## src/rtl/birds_up_ip.sv

```systemverilog
// birds_up_ip -- read-only bird sprite memory for the Chrome-Dino renderer.
//
// Holds one 56x64 frame of 12-bit bbbb_gggg_rrrr pixels. The frame is
// chosen at elaboration time: FRAME=0 gives wings up, FRAME=1 gives wings
// down. Pixels come from fixed decode logic rather than an init file.
// The output is registered, so a read has one cycle of latency.
//
// Parameters:
//   FRAME  - 0 = wings up, 1 = wings down
//   HEIGHT - sprite rows (default 56)
//   LENGTH - sprite columns (default 64, must be a power of two)
//
// Ports:
//   clka  - clock; all state changes on the rising edge
//   rsta  - synchronous active-high reset; forces douta to 12'hFFF
//   addra - pixel address, row*LENGTH + col (full 16 bits decoded)
//   douta - registered pixel value
//
// Optional build macro:
//   BIRD_ROM_OUTREG_EN - adds a second output register, making the read
//                        latency 2 cycles. Reset clears both stages.
module birds_up_ip #(
  parameter int FRAME  = 0,
  parameter int HEIGHT = 56,
  parameter int LENGTH = 64
) (
  input  logic        clka,
  input  logic        rsta,
  input  logic [15:0] addra,
  output logic [11:0] douta
);

  localparam int COL_BITS = $clog2(LENGTH);
  localparam int DEPTH    = HEIGHT * LENGTH;

  // The wing is the only region that moves between the two frames.
  localparam int WING_ROW_LO = (FRAME == 0) ? 8 : 36;
  localparam int WING_ROW_HI = WING_ROW_LO + 15;

  localparam logic [11:0] PIX_WHITE = 12'hFFF;
  localparam logic [11:0] PIX_EYE   = 12'h000;
  localparam logic [11:0] PIX_BEAK  = 12'h08F;
  localparam logic [11:0] PIX_GREY  = 12'h555;
  localparam logic [11:0] PIX_WING  = 12'h333;

  function automatic logic in_box(input int r, input int c,
                                  input int r_lo, input int r_hi,
                                  input int c_lo, input int c_hi);
    return (r >= r_lo) && (r <= r_hi) && (c >= c_lo) && (c <= c_hi);
  endfunction

  int          addr_i;
  int          row_i;
  int          col_i;
  logic [11:0] pixel_next;

  // Widen the address before any arithmetic so that out-of-range values
  // are rejected outright instead of aliasing back into the sprite.
  assign addr_i = int'({16'd0, addra});
  assign row_i  = addr_i >> COL_BITS;
  assign col_i  = addr_i & (LENGTH - 1);

  // Region tests are ordered highest priority first.
  always_comb begin
    pixel_next = PIX_WHITE;
    if (addr_i >= DEPTH) begin
      pixel_next = PIX_WHITE;
    end else if (in_box(row_i, col_i, 19, 20, 49, 50)) begin
      pixel_next = PIX_EYE;
    end else if (in_box(row_i, col_i, 20, 23, 56, 63)) begin
      pixel_next = PIX_BEAK;
    end else if (in_box(row_i, col_i, 16, 27, 44, 55)) begin
      pixel_next = PIX_GREY;
    end else if (in_box(row_i, col_i, 24, 35, 8, 51)) begin
      pixel_next = PIX_GREY;
    end else if (in_box(row_i, col_i, WING_ROW_LO, WING_ROW_HI, 20, 35)) begin
      pixel_next = PIX_WING;
    end
  end

  logic [11:0] dout_reg;

  always_ff @(posedge clka) begin
    if (rsta) begin
      dout_reg <= PIX_WHITE;
    end else begin
      dout_reg <= pixel_next;
    end
  end

`ifdef BIRD_ROM_OUTREG_EN
  logic [11:0] dout2_reg;

  always_ff @(posedge clka) begin
    if (rsta) begin
      dout2_reg <= PIX_WHITE;
    end else begin
      dout2_reg <= dout_reg;
    end
  end

  assign douta = dout2_reg;
`else
  assign douta = dout_reg;
`endif

endmodule

```

## config.mk

```make
export PLATFORM = sky130hd
export DESIGN_NAME = birds_up_ip
export DESIGN_NICKNAME = d
export VERILOG_FILES = /design/src/rtl/birds_up_ip.sv
export SDC_FILE = /design/constraint.sdc
export NUM_CORES = 1
export LEC_CHECK = 0
export ABC_AREA = 1
export ABC_CLOCK_PERIOD_IN_PS = 1100
export BUFFER_PORTS_ARGS = -buffer_cell sky130_fd_sc_hd__buf_2
export CAP_MARGIN = 20
export CORE_MARGIN = 3
export CORE_UTILIZATION = 43
export CTS_CLUSTER_DIAMETER = 150
export DETAILED_ROUTE_END_ITERATION = 10
export MAX_ROUTING_LAYER = met4
export PLACE_DENSITY = 0.83
export SYNTH_ARGS = -nofsm -noshare
export SYNTH_HDL_FRONTEND = slang
export SYNTH_SLANG_ARGS = --single-unit
```

## constraint.sdc

```tcl
create_clock -name clka -period 1.1 [get_ports clka]
set_input_delay 0.055 -clock clka [delete_from_list [all_inputs] [get_ports clka]]
set_output_delay 0.055 -clock clka [all_outputs]
set_load 0.01 [all_outputs]
```

==> impl_metrics.yaml <==
run_status:
  status: "completed"
die:
  fp.dieH_um: 42.7
  io_pins: 30
  dieArea_mm2: 0.00183
  die_w_um: 42.7
  core_area_mm2: 0.00119
  start_util: 0.489
  rows: 12
timing:
  setup_viol: 0
  max-slew-margin-rel: 0.872
  hold_violations: 0
  hold_ws_ps: 154
  drv_slew: 0
  fmax_mhz: 1320
  rsz0062_at_grt: "false"
  period_needed_ps: 755
  fin_crit_sh: 0.687
  fin_setup_tns_ps: 0
  tightest_slew_ps: 191
synthesis:
  syn-num-nets: 108
  syn-cell-area_um2: 581
  synth-compound-area-share: 0.0388
  yosysUniqueCellTypes: 17
  yosysWarningCount: 0
  netlist_instances: 90
  synth_top_family_by_area: "simple AND/OR/NAND/NOR gates"
  synth-simple-area-share: 0.543
  syn_area_per_cell_um2: 6.45
  seq_area_frac_synth: 0.276
  ys_ff_latch: 8
  synth_edf_count: 0
  ys.flop_type: "dfxtp_1"
  async_reset_ff_frac: 0
  muxShareOfSynthArea: 0
  synthAdderAreaFrac: 0
  synth_xor_area_frac: 0
worst_setup_path:
  crit_fanout: 7
  crit_type: "in2reg"
  required_ps: 1240
  startpoint_type: "input port"
  arrival_ps: 900
  endpoint_kind: "register"
layout:
  largest_register_ffs: 8
  fin_nets: 138
  diodes: 0
  layout-area-overhead-vs-synth_pct: 26.7
  drive_above_1_share: 0.424
clock_tree:
  cts.sinks: 8
  clkTransAtPathRegs_ps: 50
  cts_resized: 0
  cts_tree: "built"
  cts_root_buffer: "clkbuf_4"
  cts_setup_buffers: 0
  h-tree-depth: 1
  cts_made_buffers: 3
  ctsLongestPathBuffers: 2
  cts_hold_buf: 0
route:
  final_antenna_net_count: 0
  post_drt_wl_per_cell_um: 8.75
  drtPass1Iterations: 4
  drt-vias-per-instance: 4.67
  vias: 616
  drc: 0
  drt_iter0_drc: 7
  drt_wl_total_um: 1160
grt:
  grt_first_pass_wirelength_um: 1800
  track_usage: 0.131
  grt_pass1_vias: 507
  antenna_found_initial: 0
  overflow: 0
  grt_max_degree: 8
place:
  port_buffers: 29
  dpl.hpwl_um: 1030
  gp_congestion: 0.815
pwr:
  p_per_area_mw_per_mm2: 855
  vdd_drop_max_v: 0.000617
  power.leakage_uw: 0.000391
flow_run:
  maxCapViolations: 0
min_path:
  min_path_type: "in2reg"
  hold_path_depth: 5
==> synthesized netlist by cell type (3+ instances only) <==
library cell	number	area, µm²
nand2_1	22	82.6
nor2_1	11	41.3
inv_1	10	37.5
dfxtp_1	8	160
nand3_1	7	35.0
nand2_2	6	37.5
buf_4	4	30.0
inv_2	4	15.0
nand4_1	4	25.0
nor2_2	3	18.8
nor2_4	3	33.8
==> worst paths after layout <==
check                                   to  startpoint
worst max-delay path  douta[10]$_SDFF_PP1_   addra[14]
worst min-delay path   douta[1]$_SDFF_PP1_        rsta
==> cells in the final DEF, fill, tap and decap left out <==
master,instances
buf_2,29
nand2_1,22
nor2_1,11
inv_1,10
dfxtp_1,8
nand3_1,7
nand2_2,6
inv_2,4
nand4_1,4
nor2_4,3
nor2_2,3
clkbuf_4,3
nor3_1,2
o21ai_0,2
nand2_4,1
nor2_8,1
a21oi_1,1
o21a_1,1
==> through the flow <==
stage | util | total power, µW | setup slack (ps) | std cells | instance area [µm²]
finish | 0.620 | 629 | 345 | 132 | 736
global route | 0.620 | 662 | 276 | 132 | 736
CTS | 0.620 | 639 | 339 | 132 | 736
detailed placement | 0.601 | 419 | 73.6 | 129 | 713
global placement | 0.601 | 415 | 93.3 | 129 | 713
floorplan | - | 363 | 282 | 90 | 581
==> where the power goes <==
part | internal (µW) | total (µW) | leakage, µW | switching (µW)
combinational | 48.6 | 122 | 0.000313 | 73.6
sequential | 290 | 291 | 0.0000648 | 0.0433
clock | 124 | 217 | 0.0000138 | 92.3
total | 463 | 629 | 0.000391 | 166
==> per-layer routing <==
layer	share of wire	wire length [µm]	global-route usage
met5	0	0	-
met4	0.0052	6	0.0559
met3	0.048	56	0.0381
met2	0.53	609	0.237
met1	0.42	481	0.127
==> worst max-delay path, cell delays in order <==
cell,delay [ps]
buf_2,110
nor2_4,130
nand2_4,100
nor2_8,170
nand2_2,70
nor2_2,90
nand2_2,70
nand2_2,60
nor2_1,40
==> area by class of cell <==
| cell class | count | area [µm²] |
|---|---|---|
| inverter | 14 | 52.6 |
| tap | 14 | 17.5 |
| clock buffer | 3 | 22.5 |
| multi-input combinational | 64 | 338 |
| fill | 111 | 450 |
| timing repair buffer | 29 | 145 |
| sequential | 8 | 160 |
==> logic make-up after synthesis <==
| kind of cell | Yosys count |
|---|---|
| AND/OR/NAND/NOR | 60 |
| flip-flops | 8 |
| AO/OA/AOI/OAI | 4 |
| buffers and inverters | 18 |
(Power assumes the default switching activity.)
